File: src/rtl/fb_read_arbiter.sv
// Frame-buffer read-port arbiter: VGA scanout owns active-video cycles, two
// auxiliary requesters share blanking round-robin; returns are steered by tag.
module fb_read_arbiter #(
  parameter int ADDR_W   = 19,
  parameter int DATA_W   = 12,
  parameter int H_ACTIVE = 640,
  parameter int V_ACTIVE = 480,
  parameter int RD_LAT   = 1
) (
  input  logic              clk_50,
  input  logic              reset,
  input  logic [9:0]        row,
  input  logic [9:0]        col,
  input  logic [1:0]        req,
  input  logic [ADDR_W-1:0] req_addr0,
  input  logic [ADDR_W-1:0] req_addr1,
  output logic [1:0]        gnt,
  output logic [1:0]        rvalid,
  output logic [DATA_W-1:0] rdata,
  output logic [ADDR_W-1:0] fb_addr,
  input  logic [DATA_W-1:0] fb_rdata,
  output logic [DATA_W-1:0] vga_pixel,
  output logic              vga_pvalid
);

  typedef enum logic [1:0] {
    TAG_NONE = 2'd0,
    TAG_VGA  = 2'd1,
    TAG_R0   = 2'd2,
    TAG_R1   = 2'd3
  } tag_t;

  localparam logic [9:0] H_LIM = 10'(H_ACTIVE);
  localparam logic [9:0] V_LIM = 10'(V_ACTIVE);

  logic              w_active;
  logic [ADDR_W-1:0] w_vgaAddr;
  tag_t              w_issueTag;
  logic              r_ptr;
  tag_t              r_tag [RD_LAT+1];

  assign w_active  = (row < V_LIM) && (col < H_LIM);
  assign w_vgaAddr = ADDR_W'(row) * ADDR_W'(H_ACTIVE) + ADDR_W'(col);

  // Blanking cycles only; the pointer breaks ties when both requesters wait.
  always_comb begin
    gnt = 2'b00;
    if (!reset && !w_active) begin
      case (req)
        2'b01:   gnt = 2'b01;
        2'b10:   gnt = 2'b10;
        2'b11:   gnt = r_ptr ? 2'b10 : 2'b01;
        default: gnt = 2'b00;
      endcase
    end
  end

  always_comb begin
    w_issueTag = TAG_NONE;
    if (gnt[0])
      w_issueTag = TAG_R0;
    else if (gnt[1])
      w_issueTag = TAG_R1;
    else if (w_active)
      w_issueTag = TAG_VGA;
  end

  // Tags travel alongside the BRAM read so the returning word lands with its owner.
  always_ff @(posedge clk_50) begin
    if (reset) begin
      fb_addr    <= '0;
      r_ptr      <= 1'b0;
      rvalid     <= 2'b00;
      rdata      <= '0;
      vga_pixel  <= '0;
      vga_pvalid <= 1'b0;
      for (int i = 0; i <= RD_LAT; i++)
        r_tag[i] <= TAG_NONE;
    end else begin
      if (gnt[0])
        fb_addr <= req_addr0;
      else if (gnt[1])
        fb_addr <= req_addr1;
      else
        fb_addr <= w_vgaAddr;

      if (gnt[0])
        r_ptr <= 1'b1;
      else if (gnt[1])
        r_ptr <= 1'b0;

      r_tag[0] <= w_issueTag;
      for (int i = 1; i <= RD_LAT; i++)
        r_tag[i] <= r_tag[i-1];

      rvalid     <= 2'b00;
      vga_pvalid <= 1'b0;
      case (r_tag[RD_LAT])
        TAG_VGA: begin
          vga_pixel  <= fb_rdata;
          vga_pvalid <= 1'b1;
        end
        TAG_R0: begin
          rdata  <= fb_rdata;
          rvalid <= 2'b01;
        end
        TAG_R1: begin
          rdata  <= fb_rdata;
          rvalid <= 2'b10;
        end
        default: ;
      endcase
    end
  end

endmodule

File: config.mk
export PLATFORM = sky130hd
export DESIGN_NAME = fb_read_arbiter
export DESIGN_NICKNAME = d
export VERILOG_FILES = /design/src/rtl/fb_read_arbiter.sv
export SDC_FILE = /design/constraint.sdc
export NUM_CORES = 1
export LEC_CHECK = 0
export CORE_MARGIN = 5
export CORE_UTILIZATION = 44
export CTS_BUF_LIST = sky130_fd_sc_hd__clkbuf_16
export CTS_CLUSTER_DIAMETER = 60
export CTS_CLUSTER_SIZE = 14
export DETAILED_ROUTE_END_ITERATION = 6
export GPL_ROUTABILITY_DRIVEN = 0
export PLACE_DENSITY = 0.95
export SYNTH_ARGS = -nofsm -noshare
export SYNTH_HDL_FRONTEND = slang
export SYNTH_SLANG_ARGS = --single-unit
File: constraint.sdc
create_clock -name clk_50 -period 5.2 [get_ports clk_50]
set_input_delay 0.78 -clock clk_50 [delete_from_list [all_inputs] [get_ports clk_50]]
set_output_delay 0.78 -clock clk_50 [all_outputs]
set_load 0.02 [all_outputs]
==> flow_metrics.env <==
export IMPL_status="completed"
export IMPL_detailroute_wirelength_met2_mm=3.798
export IMPL_insertedDiodeCount=0
export IMPL_vias_per_cell=5.149
export IMPL_grt_setup_unrepaired="no"
export IMPL_num_io_pins=122
export IMPL_final_min_period_over_clock_period_pct=68.84
export IMPL_wl_met1_mm=3.165
export IMPL_grt_util_all_layers_pct=19.95
export IMPL_worst_setup_endpoint="gnt[0]"
export IMPL_numCtsBuffers=5
export IMPL_timing_final_crit_period_ns=3.580
export IMPL_hold_violations=0
export IMPL_cell_types_with_the_largest_area_share_after_synthesis="sky130_fd_sc_hd__dfxtp_1, sky130_fd_sc_hd__ha_1, sky130_fd_sc_hd__mux2i_1"
export IMPL_crit_end_category="primary output"
export IMPL_nNetsFinal=501
export IMPL_core_area_um2=5574
export IMPL_synth_edff_count=0
export IMPL_detailed_route_via_count=2461
export IMPL_final_design_area_no_fill_um2=3985
export IMPL_vdd_ir_drop_max_mv=0.1510
export IMPL_hold_class="reg2reg"
export IMPL_cts_root_buffer_cell="sky130_fd_sc_hd__clkbuf_16"
export IMPL_wire_length_of_the_first_global_routing_pass_mm=11.84
export IMPL_clock_sinks=51
export IMPL_setup_viol=0
export IMPL_critical_path_class="in2out"
export IMPL_slew_violations=0
export IMPL_grt_start_max_net_pins=40
export IMPL_clock_pin_slew_on_the_worst_setup_and_hold_paths_ns=0.06
export IMPL_skew_ns=0.003923
export IMPL_detail_route_antenna_nets=0
export IMPL_finalPower_mw=1.126
export IMPL_worst_slew_pin_slew_ns=0.8513
export IMPL_floorplan_die_area_um2=7430
export IMPL_final_core_util_pct=71.49
export IMPL_ys_async_sr_fraction_pct=0
export IMPL_cts_hold_buffers=0
export IMPL_most_common_layout_cells="sky130_fd_sc_hd__clkdlybuf4s50_1, sky130_fd_sc_hd__dfxtp_1, sky130_fd_sc_hd__nand2_1"
export IMPL_drt_total_wl_mm=7.582
export IMPL_worst_path_max_fanout=5
export IMPL_r2r_end="fb_addr[16]$_SDFF_PP0_"
export IMPL_seqCellArea_um2=1021
export IMPL_die_width_um=86.20
export IMPL_multi_input_combinational_cell_area_um2=1455
export IMPL_r2r_setup_slack_ns=3.37
export IMPL_max_freq_ghz=0.2793
export IMPL_worstRegToRegCells=5
export IMPL_clk_path_buf_depth=2
export IMPL_synth_cell_types=44
export IMPL_synth_sequential_area_ratio_pct=39.96
export IMPL_initial_antenna_violation_count=0
export IMPL_cts_repair_resize_count=0
export IMPL_worst_skew_pair_late_latency_ns=0.28
export IMPL_dr_wl_met3_um=504
export IMPL_post_cts_setup_buffers=0
export IMPL_cp_startpoint="col[8]"
export IMPL_total_of_buffers_placed_on_input_and_output_ports=121
export IMPL_first_pass_iters=4
export IMPL_synth_warnings=0
export IMPL_maxUsedRoutingLayer="met4"
export IMPL_number_of_fillers_in_the_final_layout=437
export IMPL_post_route_cells_drive_above_1_share_pct=4.926
export IMPL_chipHeight_um=86.20
export IMPL_count_of_state_elements_after_synthesis=51
export IMPL_syn_inst=289
export IMPL_worst_endpoint_required_ns=4.42
export IMPL_first_iter_violations=56
export IMPL_nets_in_the_synthesized_netlist=384
export IMPL_arrival_ns=2.80
export IMPL_dp_hpwl_mm=6.148
export IMPL_most_frequent_standard_cell_in_the_layout_excluding_fill_and_tap_cells="sky130_fd_sc_hd__clkdlybuf4s50_1"
export IMPL_power_leakage_nw=1.552
export IMPL_max_cap_violations=0
export IMPL_site_row_count=27
export IMPL_grt_ovfl_total=0
export IMPL_h_tree_depth=2
export IMPL_synthDominantCellAreaShare_pct=39.96
export IMPL_fin_tns_setup_ns=0
export IMPL_average_cell_area_after_synthesis_um2=8.841
export IMPL_route_detailed_drc=0
export IMPL_critical_path_startpoint_type="input pin"
export IMPL_tritoncts_clock_tree="yes"
export IMPL_synth_area_leader_cell="sky130_fd_sc_hd__dfxtp_1"
export IMPL_initial_core_utilization_pct=45.84
export IMPL_timing_rr_start="r_ptr$_SDFFE_PP0P_"
export IMPL_first_global_vias=2543
export IMPL_power_per_cell_area_nw_per_um2=282.5
export IMPL_post_dp_cell_area_um2=3822
export IMPL_most_frequently_used_flop_master_after_synthesis="sky130_fd_sc_hd__dfxtp_1"
export IMPL_wl_per_cell_um=15.86
export IMPL_layout_stage_area_growth_over_the_synthesis_result_pct=55.97
export IMPL_synthesis_area_um2=2555
export IMPL_slew_headroom_pct=43.13
[cells in the mapped netlist (5+ instances only)]
cell type and number:
sky130_fd_sc_hd__dfxtp_1 51, sky130_fd_sc_hd__nand2_1 43, sky130_fd_sc_hd__nor2_1 28, sky130_fd_sc_hd__a21oi_1 22, sky130_fd_sc_hd__mux2i_1 20, sky130_fd_sc_hd__ha_1 19
sky130_fd_sc_hd__o21ai_0 18, sky130_fd_sc_hd__clkbuf_1 8, sky130_fd_sc_hd__xnor2_1 8, sky130_fd_sc_hd__inv_1 6, sky130_fd_sc_hd__xor2_1 6, sky130_fd_sc_hd__nor2b_1 5
sky130_fd_sc_hd__nor3_1 5
[report_power, final]
part           switching (mW)  internal [mW]  leakage, nW
sequential             0.0143          0.423        0.419
combinational           0.163          0.171         1.06
clock                   0.131          0.224       0.0759
[flip-flops by register name, indices dropped and copies added (netlist names)]
signal / cells
fb_addr: 19
rdata: 12
vga_pixel: 12
r_tag: 4
rvalid: 2
r_ptr: 1
vga_pvalid: 1
[through the flow]
stage | instances | hold slack, ns | setup slack [ns]
6_report | 478 | 0.4461 | 1.620
5_1_grt | 478 | 0.4606 | 1.524
4_1_cts | 478 | 0.4474 | 1.589
3_5_place_dp | 471 | 0.4327 | 1.585
3_3_place_gp | 471 | 0.4171 | 1.668
2_1_floorplan | 289 | 0.4138 | 2.262
[cell type report]
cell class                 instances  area share, %
tap                               72          2.261
clock buffer                       5          3.140
clock inverter                     2         0.9419
sequential                        51          25.62
inverter                           6         0.5651
timing repair buffer             124          30.96
multi-input combinational        218          36.52
[metal layers]
layer  global-route usage, %  vias to the layer above
li1                        -                     1230
met1                   22.88                     1126
met2                   37.21                       93
met3                   4.848                       12
met4                   4.533                        0
met5                       0                        -
[worst min-delay path by stage]
stage                                  end                   start  cells past startpoint  slack, ns
finish              r_tag[0][3]$_SDFF_PP0_  r_tag[0][1]$_SDFF_PP0_                      1       0.45
CTS                 r_tag[0][3]$_SDFF_PP0_  r_tag[0][1]$_SDFF_PP0_                      1       0.45
floorplan           r_tag[0][2]$_SDFF_PP0_  r_tag[0][0]$_SDFF_PP0_                      1       0.41
detailed placement  r_tag[0][3]$_SDFF_PP0_  r_tag[0][1]$_SDFF_PP0_                      1       0.43
global route        r_tag[0][2]$_SDFF_PP0_  r_tag[0][0]$_SDFF_PP0_                      1       0.46
global placement    r_tag[0][3]$_SDFF_PP0_  r_tag[0][1]$_SDFF_PP0_                      1       0.42
[critical path, cell delays in order]
cell and delay (ns):
sky130_fd_sc_hd__clkdlybuf4s50_1 0.51, sky130_fd_sc_hd__o21ai_0 0.13, sky130_fd_sc_hd__nand2_1 0.11, sky130_fd_sc_hd__nor2_1 0.08, sky130_fd_sc_hd__or3_1 0.43, sky130_fd_sc_hd__inv_1 0.14
sky130_fd_sc_hd__clkdlybuf4s50_1 0.62
[cell families (layout without fill, tap and decap cells)]
kind of cell | Yosys count | count (layout) | share of synthesized area, %
AO/OA/AOI/OAI | 62 | 62 | 14.50
multiplexers | 20 | 20 | 7.835
adder cells (fa/ha/maj) | 21 | 21 | 10.87
AND/OR/NAND/NOR | 100 | 100 | 18.12
XOR/XNOR | 15 | 15 | 5.436
flip-flops | 51 | 51 | 39.96
buffers and inverters | 20 | 137 | 3.281
Note: power is estimated with default switching activity, not from simulation.
